`src/rtl/music_mixer.sv`:
```
`default_nettype none
// ============================================================================
//  Module   : music_mixer
//  Purpose  : DC-removes, volume-scales and sums the PSG music and sfx sources
//             into signed 16-bit PCM, with a CPU-driven linear music fade.
//  Revision : 1.0  initial release
// ============================================================================
module music_mixer #(
  parameter int SAMPLE_DIV    = 500,
  parameter int FADE_PRESCALE = 24000
) (
  input  logic        clk,
  input  logic        reset,
  input  logic [1:0]  addr,
  input  logic [7:0]  data_in,
  input  logic        write,
  output logic [7:0]  data_out,
  input  logic [9:0]  music_in,
  input  logic [9:0]  sfx_in,
  output logic [15:0] audio_out,
  output logic        sample_strobe
);

  localparam int SW = (SAMPLE_DIV    > 1) ? $clog2(SAMPLE_DIV)    : 1;
  localparam int FW = (FADE_PRESCALE > 1) ? $clog2(FADE_PRESCALE) : 1;

  localparam logic [SW-1:0] SAMPLE_LAST = SW'(SAMPLE_DIV - 1);
  localparam logic [FW-1:0] FADE_LAST   = FW'(FADE_PRESCALE - 1);

  localparam logic [1:0] ADDR_CTRL    = 2'd0;
  localparam logic [1:0] ADDR_TARGET  = 2'd1;
  localparam logic [1:0] ADDR_RATE    = 2'd2;
  localparam logic [1:0] ADDR_SFX_VOL = 2'd3;

  typedef enum logic [0:0] {
    ST_IDLE   = 1'b0,
    ST_FADING = 1'b1
  } fade_state_t;

  // --------------------------------------------------------------------------
  // Free-running tick generators
  // --------------------------------------------------------------------------
  logic [SW-1:0] sdiv_q, sdiv_d;
  logic [FW-1:0] fdiv_q, fdiv_d;
  logic          sample_tick;
  logic          fade_tick;

  assign sample_tick = (sdiv_q == SAMPLE_LAST);
  assign fade_tick   = (fdiv_q == FADE_LAST);

  always_comb begin
    sdiv_d = sample_tick ? '0 : sdiv_q + SW'(1);
    fdiv_d = fade_tick   ? '0 : fdiv_q + FW'(1);
  end

  // --------------------------------------------------------------------------
  // CPU register file
  // --------------------------------------------------------------------------
  logic [7:0] target_reg_q, target_reg_d;
  logic [7:0] rate_reg_q,   rate_reg_d;
  logic [7:0] sfx_vol_q,    sfx_vol_d;
  logic       mute_q,       mute_d;
  logic       fade_go;

  assign fade_go = write && (addr == ADDR_CTRL) && data_in[1];

  always_comb begin
    target_reg_d = target_reg_q;
    rate_reg_d   = rate_reg_q;
    sfx_vol_d    = sfx_vol_q;
    mute_d       = mute_q;
    if (write) begin
      case (addr)
        ADDR_CTRL:    mute_d       = data_in[0];
        ADDR_TARGET:  target_reg_d = data_in;
        ADDR_RATE:    rate_reg_d   = data_in;
        ADDR_SFX_VOL: sfx_vol_d    = data_in;
        default:      mute_d       = mute_q;
      endcase
    end
  end

  // --------------------------------------------------------------------------
  // Fade FSM
  // --------------------------------------------------------------------------
  fade_state_t state_q, state_d;
  logic [7:0]  music_vol_q,      music_vol_d;
  logic [7:0]  target_latched_q, target_latched_d;
  logic [7:0]  rate_latched_q,   rate_latched_d;
  logic [7:0]  step_q,           step_d;
  logic [7:0]  step_inc;
  logic [7:0]  vol_step;

  assign step_inc = step_q + 8'd1;
  assign vol_step = (music_vol_q < target_latched_q) ? music_vol_q + 8'd1
                                                     : music_vol_q - 8'd1;

  always_comb begin
    state_d          = state_q;
    music_vol_d      = music_vol_q;
    target_latched_d = target_latched_q;
    rate_latched_d   = rate_latched_q;
    step_d           = step_q;
    if (fade_go) begin
      // A coincident fade tick is deliberately dropped: the fade restarts here.
      target_latched_d = target_reg_q;
      rate_latched_d   = rate_reg_q;
      step_d           = 8'd0;
      if ((rate_reg_q == 8'd0) || (music_vol_q == target_reg_q)) begin
        music_vol_d = target_reg_q;
        state_d     = ST_IDLE;
      end else begin
        state_d     = ST_FADING;
      end
    end else if ((state_q == ST_FADING) && fade_tick) begin
      if (step_inc == rate_latched_q) begin
        step_d      = 8'd0;
        music_vol_d = vol_step;
        if (vol_step == target_latched_q) begin
          state_d = ST_IDLE;
        end
      end else begin
        step_d = step_inc;
      end
    end
  end

  assign data_out = {5'b00000, mute_q, (music_vol_q == target_latched_q),
                     (state_q == ST_FADING)};

  // --------------------------------------------------------------------------
  // Three-stage mixing pipeline
  // --------------------------------------------------------------------------
  logic               v1_q, v1_d;
  logic               v2_q, v2_d;
  logic signed [10:0] m_q,  m_d;
  logic signed [10:0] s_q,  s_d;
  logic signed [18:0] pm_q, pm_d;
  logic signed [18:0] ps_q, ps_d;
  logic signed [18:0] m_ext, s_ext, mv_ext, sv_ext;
  logic signed [18:0] sum;
  logic [15:0]        audio_q, audio_d;
  logic               strobe_q, strobe_d;

  assign m_ext  = 19'(m_q);
  assign s_ext  = 19'(s_q);
  assign mv_ext = 19'($signed({1'b0, music_vol_q}));
  assign sv_ext = 19'($signed({1'b0, sfx_vol_q}));
  // 19 bits hold the full +/-2*511*255 range, so the sum cannot wrap.
  assign sum    = pm_q + ps_q;

  always_comb begin
    v1_d     = sample_tick;
    m_d      = m_q;
    s_d      = s_q;
    if (sample_tick) begin
      m_d = $signed({1'b0, music_in}) - 11'sd512;
      s_d = $signed({1'b0, sfx_in})   - 11'sd512;
    end

    v2_d     = v1_q;
    pm_d     = pm_q;
    ps_d     = ps_q;
    if (v1_q) begin
      pm_d = mute_q ? 19'sd0 : m_ext * mv_ext;
      ps_d = s_ext * sv_ext;
    end

    strobe_d = v2_q;
    audio_d  = audio_q;
    if (v2_q) begin
      audio_d = 16'(sum >>> 3);
    end
  end

  // --------------------------------------------------------------------------
  // State registers
  // --------------------------------------------------------------------------
  always_ff @(posedge clk) begin
    if (reset) begin
      sdiv_q           <= '0;
      fdiv_q           <= '0;
      target_reg_q     <= 8'hFF;
      rate_reg_q       <= 8'h00;
      sfx_vol_q        <= 8'hFF;
      mute_q           <= 1'b0;
      state_q          <= ST_IDLE;
      music_vol_q      <= 8'hFF;
      target_latched_q <= 8'hFF;
      rate_latched_q   <= 8'h00;
      step_q           <= 8'h00;
      v1_q             <= 1'b0;
      v2_q             <= 1'b0;
      m_q              <= '0;
      s_q              <= '0;
      pm_q             <= '0;
      ps_q             <= '0;
      audio_q          <= '0;
      strobe_q         <= 1'b0;
    end else begin
      sdiv_q           <= sdiv_d;
      fdiv_q           <= fdiv_d;
      target_reg_q     <= target_reg_d;
      rate_reg_q       <= rate_reg_d;
      sfx_vol_q        <= sfx_vol_d;
      mute_q           <= mute_d;
      state_q          <= state_d;
      music_vol_q      <= music_vol_d;
      target_latched_q <= target_latched_d;
      rate_latched_q   <= rate_latched_d;
      step_q           <= step_d;
      v1_q             <= v1_d;
      v2_q             <= v2_d;
      m_q              <= m_d;
      s_q              <= s_d;
      pm_q             <= pm_d;
      ps_q             <= ps_d;
      audio_q          <= audio_d;
      strobe_q         <= strobe_d;
    end
  end

  assign audio_out     = audio_q;
  assign sample_strobe = strobe_q;

endmodule
`default_nettype wire

```
`config.mk`:
```
export PLATFORM = sky130hd
export DESIGN_NAME = music_mixer
export DESIGN_NICKNAME = d
export VERILOG_FILES = /design/src/rtl/music_mixer.sv
export SDC_FILE = /design/constraint.sdc
export NUM_CORES = 1
export LEC_CHECK = 0
export CORE_MARGIN = 2
export CORE_UTILIZATION = 49
export CTS_BUF_LIST = sky130_fd_sc_hd__clkbuf_8
export CTS_CLUSTER_SIZE = 30
export DETAILED_ROUTE_END_ITERATION = 16
export HOLD_SLACK_MARGIN = 0.1
export PLACE_DENSITY = 0.63
export SLEW_MARGIN = 25
export SYNTH_ARGS = -nofsm -noshare
export SYNTH_HDL_FRONTEND = slang
export SYNTH_SLANG_ARGS = --single-unit
```
`constraint.sdc`:
```
create_clock -name clk -period 5.4 [get_ports clk]
set_input_delay 0.81 -clock clk [delete_from_list [all_inputs] [get_ports clk]]
set_output_delay 0.81 -clock clk [all_outputs]
set_load 0.01 [all_outputs]
```
After elaboration in Yosys (flattened, before gate mapping)

Index checks and enable logic that the tools add are counted.

$lt $le $gt $ge: 1
Eq/ne operators: 10
Multiplexer cells: 12
Add/sub/neg operators: 8
Multiply operators: 2
Reductions and logical operators: 18

Operators by type and width:

| kind                     | number |
|---|---|
| $mux W8                  | 6 |
| $mul A11 B9 Y19          | 2 |
| $eq A8 B8 Y1             | 4 |
| $sub A10 B10 Y11 const B | 2 |
| $add A19 B19 Y19         | 1 |
| $mux W19                 | 1 |
| $add A8 B1 Y8 const B    | 2 |
| $add A15 B1 Y15 const B  | 1 |
| $eq A15 B15 Y1 const B   | 1 |
| $add A9 B1 Y9 const B    | 1 |
| $eq A9 B9 Y1 const B     | 1 |
| $logic_not A8 Y1         | 1 |
| $lt A8 B8 Y1             | 1 |
| $reduce_and A2 Y1        | 4 |
| $sub A8 B1 Y8 const B    | 1 |
| $reduce_and A3 Y1        | 2 |
| $reduce_bool A2 Y1       | 3 |
| $reduce_or A2 Y1         | 3 |
| $mux W1                  | 5 |
| $eq A2 B2 Y1 const B     | 2 |
| $logic_and A1 B1 Y1      | 3 |
| $eq A2 B1 Y1 const B     | 1 |
| $logic_not A2 Y1         | 1 |
| $ne A2 B1 Y1 const B     | 1 |
| $logic_or A1 B1 Y1       | 1 |

Register bits: 161
Bits of input ports: 33
Logic and storage cells: 70
Output and inout port bits: 25

Depth between registers and ports, before layout

Gate-level depths: netlist of run 1.

Depth after elaboration: 7
Mapped depth: 19
Gate-level depth less buffers: 18

Worst setup path before layout of run 1

Ideal clock, no wire load.

Kind: register -> register
Start: reg music_vol_q[0]
End: reg pm_q[18]
Arrival time: 4.581 ns
Cell stages (with the launch flop): 19
Path slack: 0.697 ns
Library setup time: 0.122 ns
Path buffers: 2
Data required time: 5.278 ns
Clock period less this slack: 4.703 ns
Cells stage by stage: dfxtp_1 > buf_2 > clkbuf_1 > nand2_1 > fa_1 > inv_1 > fa_1 > fa_1 > inv_1 > fa_1 > inv_1 > ha_1 > or3_1 > a311oi_1 > nor4_1 > o32ai_1 > o21ai_0 > xnor2_1 > o21ai_0

Word-level cells in the longest chain between the ends: 2

RTL lines:

| element                | line | source |
|---|---|---|
| start, declared        | 87   | `logic [7:0] music_vol_q, music_vol_d;` |
| start signal, assigned | 208  | `music_vol_q <= music_vol_d;` |
| $mul A11 B9 Y19        | 165  | `pm_d = mute_q ? 19'sd0 : m_ext * mv_ext;` |
| $mux W19               | 165  |  |
| end signal, assigned   | 216  | `pm_q <= pm_d;` |
| end, declared          | 138  | `logic signed [18:0] pm_q, pm_d;` |

No other way between the ends.
A chain may end at the register's enable or synchronous reset.

Final worst setup path of run 1

Start: reg sfx_vol_q[0]
End: reg ps_q[18]

Word-level cells in the longest chain between the ends: 1

RTL lines:

| element                | line | source |
|---|---|---|
| start, declared        | 61   | `logic [7:0] sfx_vol_q, sfx_vol_d;` |
| start signal, assigned | 205  | `sfx_vol_q <= sfx_vol_d;` |
| $mul A11 B9 Y19        | 166  | `ps_d = s_ext * sv_ext;` |
| end signal, assigned   | 217  | `ps_q <= ps_d;` |
| end, declared          | 139  | `logic signed [18:0] ps_q, ps_d;` |

No other way between the ends.

==> out/summary.txt, run 1 <==
=================================================================================
Hold WC Path Type .................................................. register to register
Fin. max-slew vios .................................................            0
Final setup violation count ........................................            0
Crit path max fanout ...............................................           11
Result of the run .................................................. complete, no violations
Worst Path Required ................................................      5750 ps
Sort of element at the start of the critical path ..................     register
Count of hold buffers inserted by post-cts repair ..................            0
Cell with the largest stage delay on the worst path ................ sky130_fd_sc_hd__fa_1
Postcts setup bufs .................................................            0
Total via count after detailed routing .............................        10431
Most area-consuming cells after synthesis .......................... sky130_fd_sc_hd__dfxtp_1, sky130_fd_sc_hd__fa_1, sky130_fd_sc_hd__ha_1
Tcrit/Tclk final ...................................................        93.1%
Critical path's most frequent cell ................................. sky130_fd_sc_hd__fa_1
Die ar. ............................................................    29300 µm²
Slew at the pin closest to its max-slew limit ......................      1000 ps
Last weighted congestion value of the routability-driven placer ....        0.891
Global router's overall resource usage .............................        21.2%
CTS max path bufs ..................................................            2
Sw Ratio ...........................................................        29.9%
DRT antenna net count ..............................................            0
Delay of the slowest cell on the worst path ........................       700 ps
Sequential fraction of the synthesis area ..........................        23.3%
Synth Cell Area ....................................................    13700 µm²
Fraction of power consumed by sequential logic .....................        47.4%
Iter 0 DRT Violations ..............................................          597
Number of ports placed on the die boundary .........................           58
Timing-limited maximum frequency ...................................      199 MHz
Area leader, netlist ............................................... sky130_fd_sc_hd__dfxtp_1
Post-Layout Cell Count .............................................         2023
Flip-flop cell with the highest count after synthesis .............. sky130_fd_sc_hd__dfxtp_1
Post-detailed-route via-to-cell ratio ..............................         5.16
Die outline height .................................................       171 µm
Pleak ..............................................................   0.00696 µW
Crit path cell chain ............................................... nand2_1 -> fa_1 -> inv_1 -> fa_1 -> inv_1 -> fa_1 -> fa_1 -> inv_1 -> ha_1 -> and2_1 -> a22o_1 -> a311oi_1 -> a21oi_1 -> xnor2_1 -> a211oi_1
Count of nets after finishing ......................................         1909
Number of antenna violations at the first check in global routing ..            0
Max rail drop VDD ..................................................     0.157 mV
Max_cap viols ......................................................            0
Remaining global-route overflow ....................................            0
Worst reg2reg path endpoint ........................................ ps_q[18]$_SDFFE_PP0P_
Post-Syn Area per Cell .............................................     8.41 µm²
HPWL after DPL .....................................................      23.5 mm
Hold path start .................................................... audio_out[13]$_SDFFE_PP0P_
Layout cell share with drive strength beyond 1 .....................        3.16%
Portion of synthesized cell area occupied by the leading cell type .        23.3%
Insertion delay of the later-clocked pin in the worst-skew pair ....       450 ps
Fraction of registers with async set or reset after synthesis ......           0%
Minimum period implied by the final worst setup slack ..............      5030 ps
Total of buffers placed on input and output ports ..................           52
FF-to-FF Start ..................................................... sfx_vol_q[0]$_SDFFE_PP1P_
Syn. warnings ......................................................            0
Post-synth EDFFs ...................................................            0
Cell count after placement .........................................         1991
Internal power .....................................................      1800 µW
Via count of the first global-routing pass .........................        10178
Maximum number of pins on one net before global-route repair .......           85
Die X-Extent .......................................................       171 µm
Register-to-Register Path Depth ....................................           15
Hold worst-path end ................................................ audio_out[13]$_SDFFE_PP0P_
# clock sinks ......................................................          159
Power spent charging and discharging nets ..........................       771 µW
Comb power frac ....................................................        14.6%
Drc violations .....................................................            0
CTS tree ...........................................................        built
Number of cell rows ................................................           61
Clock share of power ...............................................        38.0%
First-pass GRT wire length .........................................      50.0 mm
Class of the most critical setup path .............................. register to register
Final Hold Fails ...................................................            0
Final Skew .........................................................      18.4 ps
Number of buffers created by CTS ...................................           17
Setup repair after global routing missed its margin ................           no
Count of different cell masters after synthesis ....................           69
Cell at the root of the clock tree ................................. sky130_fd_sc_hd__clkbuf_8
Number of iterations in the first detailed-routing pass ............            7
Worst hold path depth ..............................................            2
Cell area reported after detailed placement ........................    14400 µm²
Detailed-route wire length .........................................      29.8 mm
Clock Pin Slew Worst Setup and Hold Paths ..........................       110 ps
Number of H-tree branching levels ..................................            4
Synthesis-to-layout area growth ....................................        8.68%
Gate Count Post-Synth ..............................................         1626
Relative slew slack ................................................        33.2%
Setup WS post-layout ...............................................       373 ps
Effective utilization at floorplan .................................        49.5%
Diodes inserted ....................................................            0
Register-to-register path setup slack ..............................       370 ps
Cell Pwr Density ...................................................   173 nW/µm²
Routed wire per std cell ...........................................      14.7 µm
PostCTS Resize Cnt .................................................            0
Final setup TNS ....................................................         0 ps
CP endpoint kind ...................................................     register
Floorplan core area ................................................    27600 µm²
Fillers ............................................................         2600
Register bit total from synthesis ..................................          159
Worst slack after detailed placement ...............................       438 ps
Crit path arrival time .............................................      5380 ps
Post-route cell area ...............................................    14900 µm²
=================================================================================
critical path, delay by kind of cell, from the launching register on:
| kind | cells | cell delay, ps |
|---|---|---|
| adders and majority gates | 5 | 2590 |
| AOI/OAI and AO/OA | 4 | 950 |
| DFF | 1 | 580 |
| xor gates and xnor gates | 1 | 150 |
| buffers and inverters | 3 | 270 |
| and+or+nand+nor | 2 | 380 |
registers in the layout (all words and copies together), names as in the netlist, 9 cells and up:
signal,flops
m_q,10
audio_out,16
sdiv_q,9
pm_q,19
ps_q,19
fdiv_q,15
s_q,10
cells in the final DEF (no fill, tap or decap), types with 5 or more instances in the layout:
master,count
sky130_fd_sc_hd__a211o_1,5
sky130_fd_sc_hd__a211oi_1,12
sky130_fd_sc_hd__a21o_1,11
sky130_fd_sc_hd__a21oi_1,75
sky130_fd_sc_hd__a22oi_1,12
sky130_fd_sc_hd__a31oi_1,6
sky130_fd_sc_hd__and2_1,91
sky130_fd_sc_hd__and3_1,11
sky130_fd_sc_hd__buf_4,10
sky130_fd_sc_hd__clkbuf_8,18
sky130_fd_sc_hd__clkdlybuf4s50_1,51
sky130_fd_sc_hd__conb_1,5
sky130_fd_sc_hd__dfxtp_1,159
sky130_fd_sc_hd__fa_1,133
sky130_fd_sc_hd__ha_1,111
sky130_fd_sc_hd__inv_1,236
sky130_fd_sc_hd__inv_8,5
sky130_fd_sc_hd__mux2i_1,32
sky130_fd_sc_hd__nand2_1,218
sky130_fd_sc_hd__nand3_1,48
sky130_fd_sc_hd__nand4_1,15
sky130_fd_sc_hd__nor2_1,114
sky130_fd_sc_hd__nor2b_1,8
sky130_fd_sc_hd__nor3_1,13
sky130_fd_sc_hd__nor3b_1,5
sky130_fd_sc_hd__nor4_1,5
sky130_fd_sc_hd__o211ai_1,11
sky130_fd_sc_hd__o21a_1,12
sky130_fd_sc_hd__o21ai_0,38
sky130_fd_sc_hd__o21ai_1,8
sky130_fd_sc_hd__xnor2_1,52
sky130_fd_sc_hd__xor2_1,35
power by group through the flow:
stage / registers (µW) / logic [µW] / clock network [µW]
6_report: 1220 / 376 / 978
5_1_grt: 1220 / 417 / 1050
4_1_cts: 1220 / 374 / 1010
3_5_place_dp: 1250 / 370 / 0
3_3_place_gp: 1250 / 369 / 0
2_1_floorplan: 1230 / 284 / 0
layout make-up:
type                       count  area, µm²  area share [%]
multi-input combinational   1155       9300            62.5
sequential                   159       3180            21.4
inverter                     237        890            5.98
timing repair buffer          62        591            3.97
tap                          378        473            3.18
clock buffer                  18        248            1.67
clock inverter                14        189            1.27
logic make-up after synthesis:
kind of cell	share of synthesized area, %
DFF	23.3
other	0.0274
and+or+nand+nor	19.0
xor gates and xnor gates	5.90
adders and majority gates	29.6
AOI/OAI and AO/OA	10.9
buffers and inverters	8.94
muxes	2.34
worst max-delay path by stage:
stage,start,to,slack (ps),cells past startpoint
global route,sfx_vol_q[0]$_SDFFE_PP1P_,ps_q[18]$_SDFFE_PP0P_,30,15
detailed placement,sfx_vol_q[0]$_SDFFE_PP1P_,ps_q[18]$_SDFFE_PP0P_,440,15
global placement,music_vol_q[5]$_SDFFE_PP1P_,pm_q[18]$_SDFFE_PP0P_,500,16
CTS,sfx_vol_q[0]$_SDFFE_PP1P_,ps_q[18]$_SDFFE_PP0P_,380,15
floorplan,music_vol_q[0]$_SDFFE_PP1P_,pm_q[18]$_SDFFE_PP0P_,700,18
finish,sfx_vol_q[0]$_SDFFE_PP1P_,ps_q[18]$_SDFFE_PP0P_,370,15
stage by stage:
step,utilization [%],hold WS (ps),total power (µW)
floorplan,-,430,1510
global placement,52.2,444,1620
detailed placement,52.2,440,1620
CTS,53.8,459,2600
global route,53.8,493,2690
finish,53.8,455,2570
Yosys cell counts (11+ instances only):
library cell	n
sky130_fd_sc_hd__mux2i_1	32
sky130_fd_sc_hd__a21oi_1	75
sky130_fd_sc_hd__inv_1	236
sky130_fd_sc_hd__and3_1	11
sky130_fd_sc_hd__ha_1	111
sky130_fd_sc_hd__nand3_1	48
sky130_fd_sc_hd__a22oi_1	12
sky130_fd_sc_hd__clkbuf_1	56
sky130_fd_sc_hd__o211ai_1	11
sky130_fd_sc_hd__fa_1	133
sky130_fd_sc_hd__and2_1	91
sky130_fd_sc_hd__nor2_1	114
sky130_fd_sc_hd__o21ai_0	38
sky130_fd_sc_hd__nor3_1	13
sky130_fd_sc_hd__a211oi_1	12
sky130_fd_sc_hd__nand4_1	15
sky130_fd_sc_hd__a21o_1	11
sky130_fd_sc_hd__xor2_1	35
sky130_fd_sc_hd__nand2_1	218
sky130_fd_sc_hd__dfxtp_1	159
sky130_fd_sc_hd__xnor2_1	52
sky130_fd_sc_hd__o21a_1	12
layer usage:
| layer | GRT usage [%] | share of wire [%] | vias up |
|---|---|---|---|
| met1 | 29.3 | 48 | 4995 |
| met2 | 35.7 | 48 | 163 |
| met4 | 4.46 | 1.1 | 0 |
| met5 | 0 | 0 | - |
| met3 | 2.59 | 2.7 | 21 |
| li1 | - | - | 5252 |
No activity file was read; power rests on OpenSTA's default activity.
==> inputs of run 2 (changes only) <==
--- a/config.mk
+++ b/config.mk
@@ -5,14 +5,16 @@
 export SDC_FILE = /design/constraint.sdc
 export NUM_CORES = 1
 export LEC_CHECK = 0
+export CAP_MARGIN = 0
 export CORE_MARGIN = 2
 export CORE_UTILIZATION = 49
 export CTS_BUF_LIST = sky130_fd_sc_hd__clkbuf_8
+export CTS_CLUSTER_DIAMETER = 50
 export CTS_CLUSTER_SIZE = 30
 export DETAILED_ROUTE_END_ITERATION = 16
 export HOLD_SLACK_MARGIN = 0.1
 export PLACE_DENSITY = 0.63
-export SLEW_MARGIN = 25
+export SLEW_MARGIN = 5
 export SYNTH_ARGS = -nofsm -noshare
 export SYNTH_HDL_FRONTEND = slang
 export SYNTH_SLANG_ARGS = --single-unit
==> results of run 2 <==
No change in the layout: final DEF, timing and power equal those of run 1.
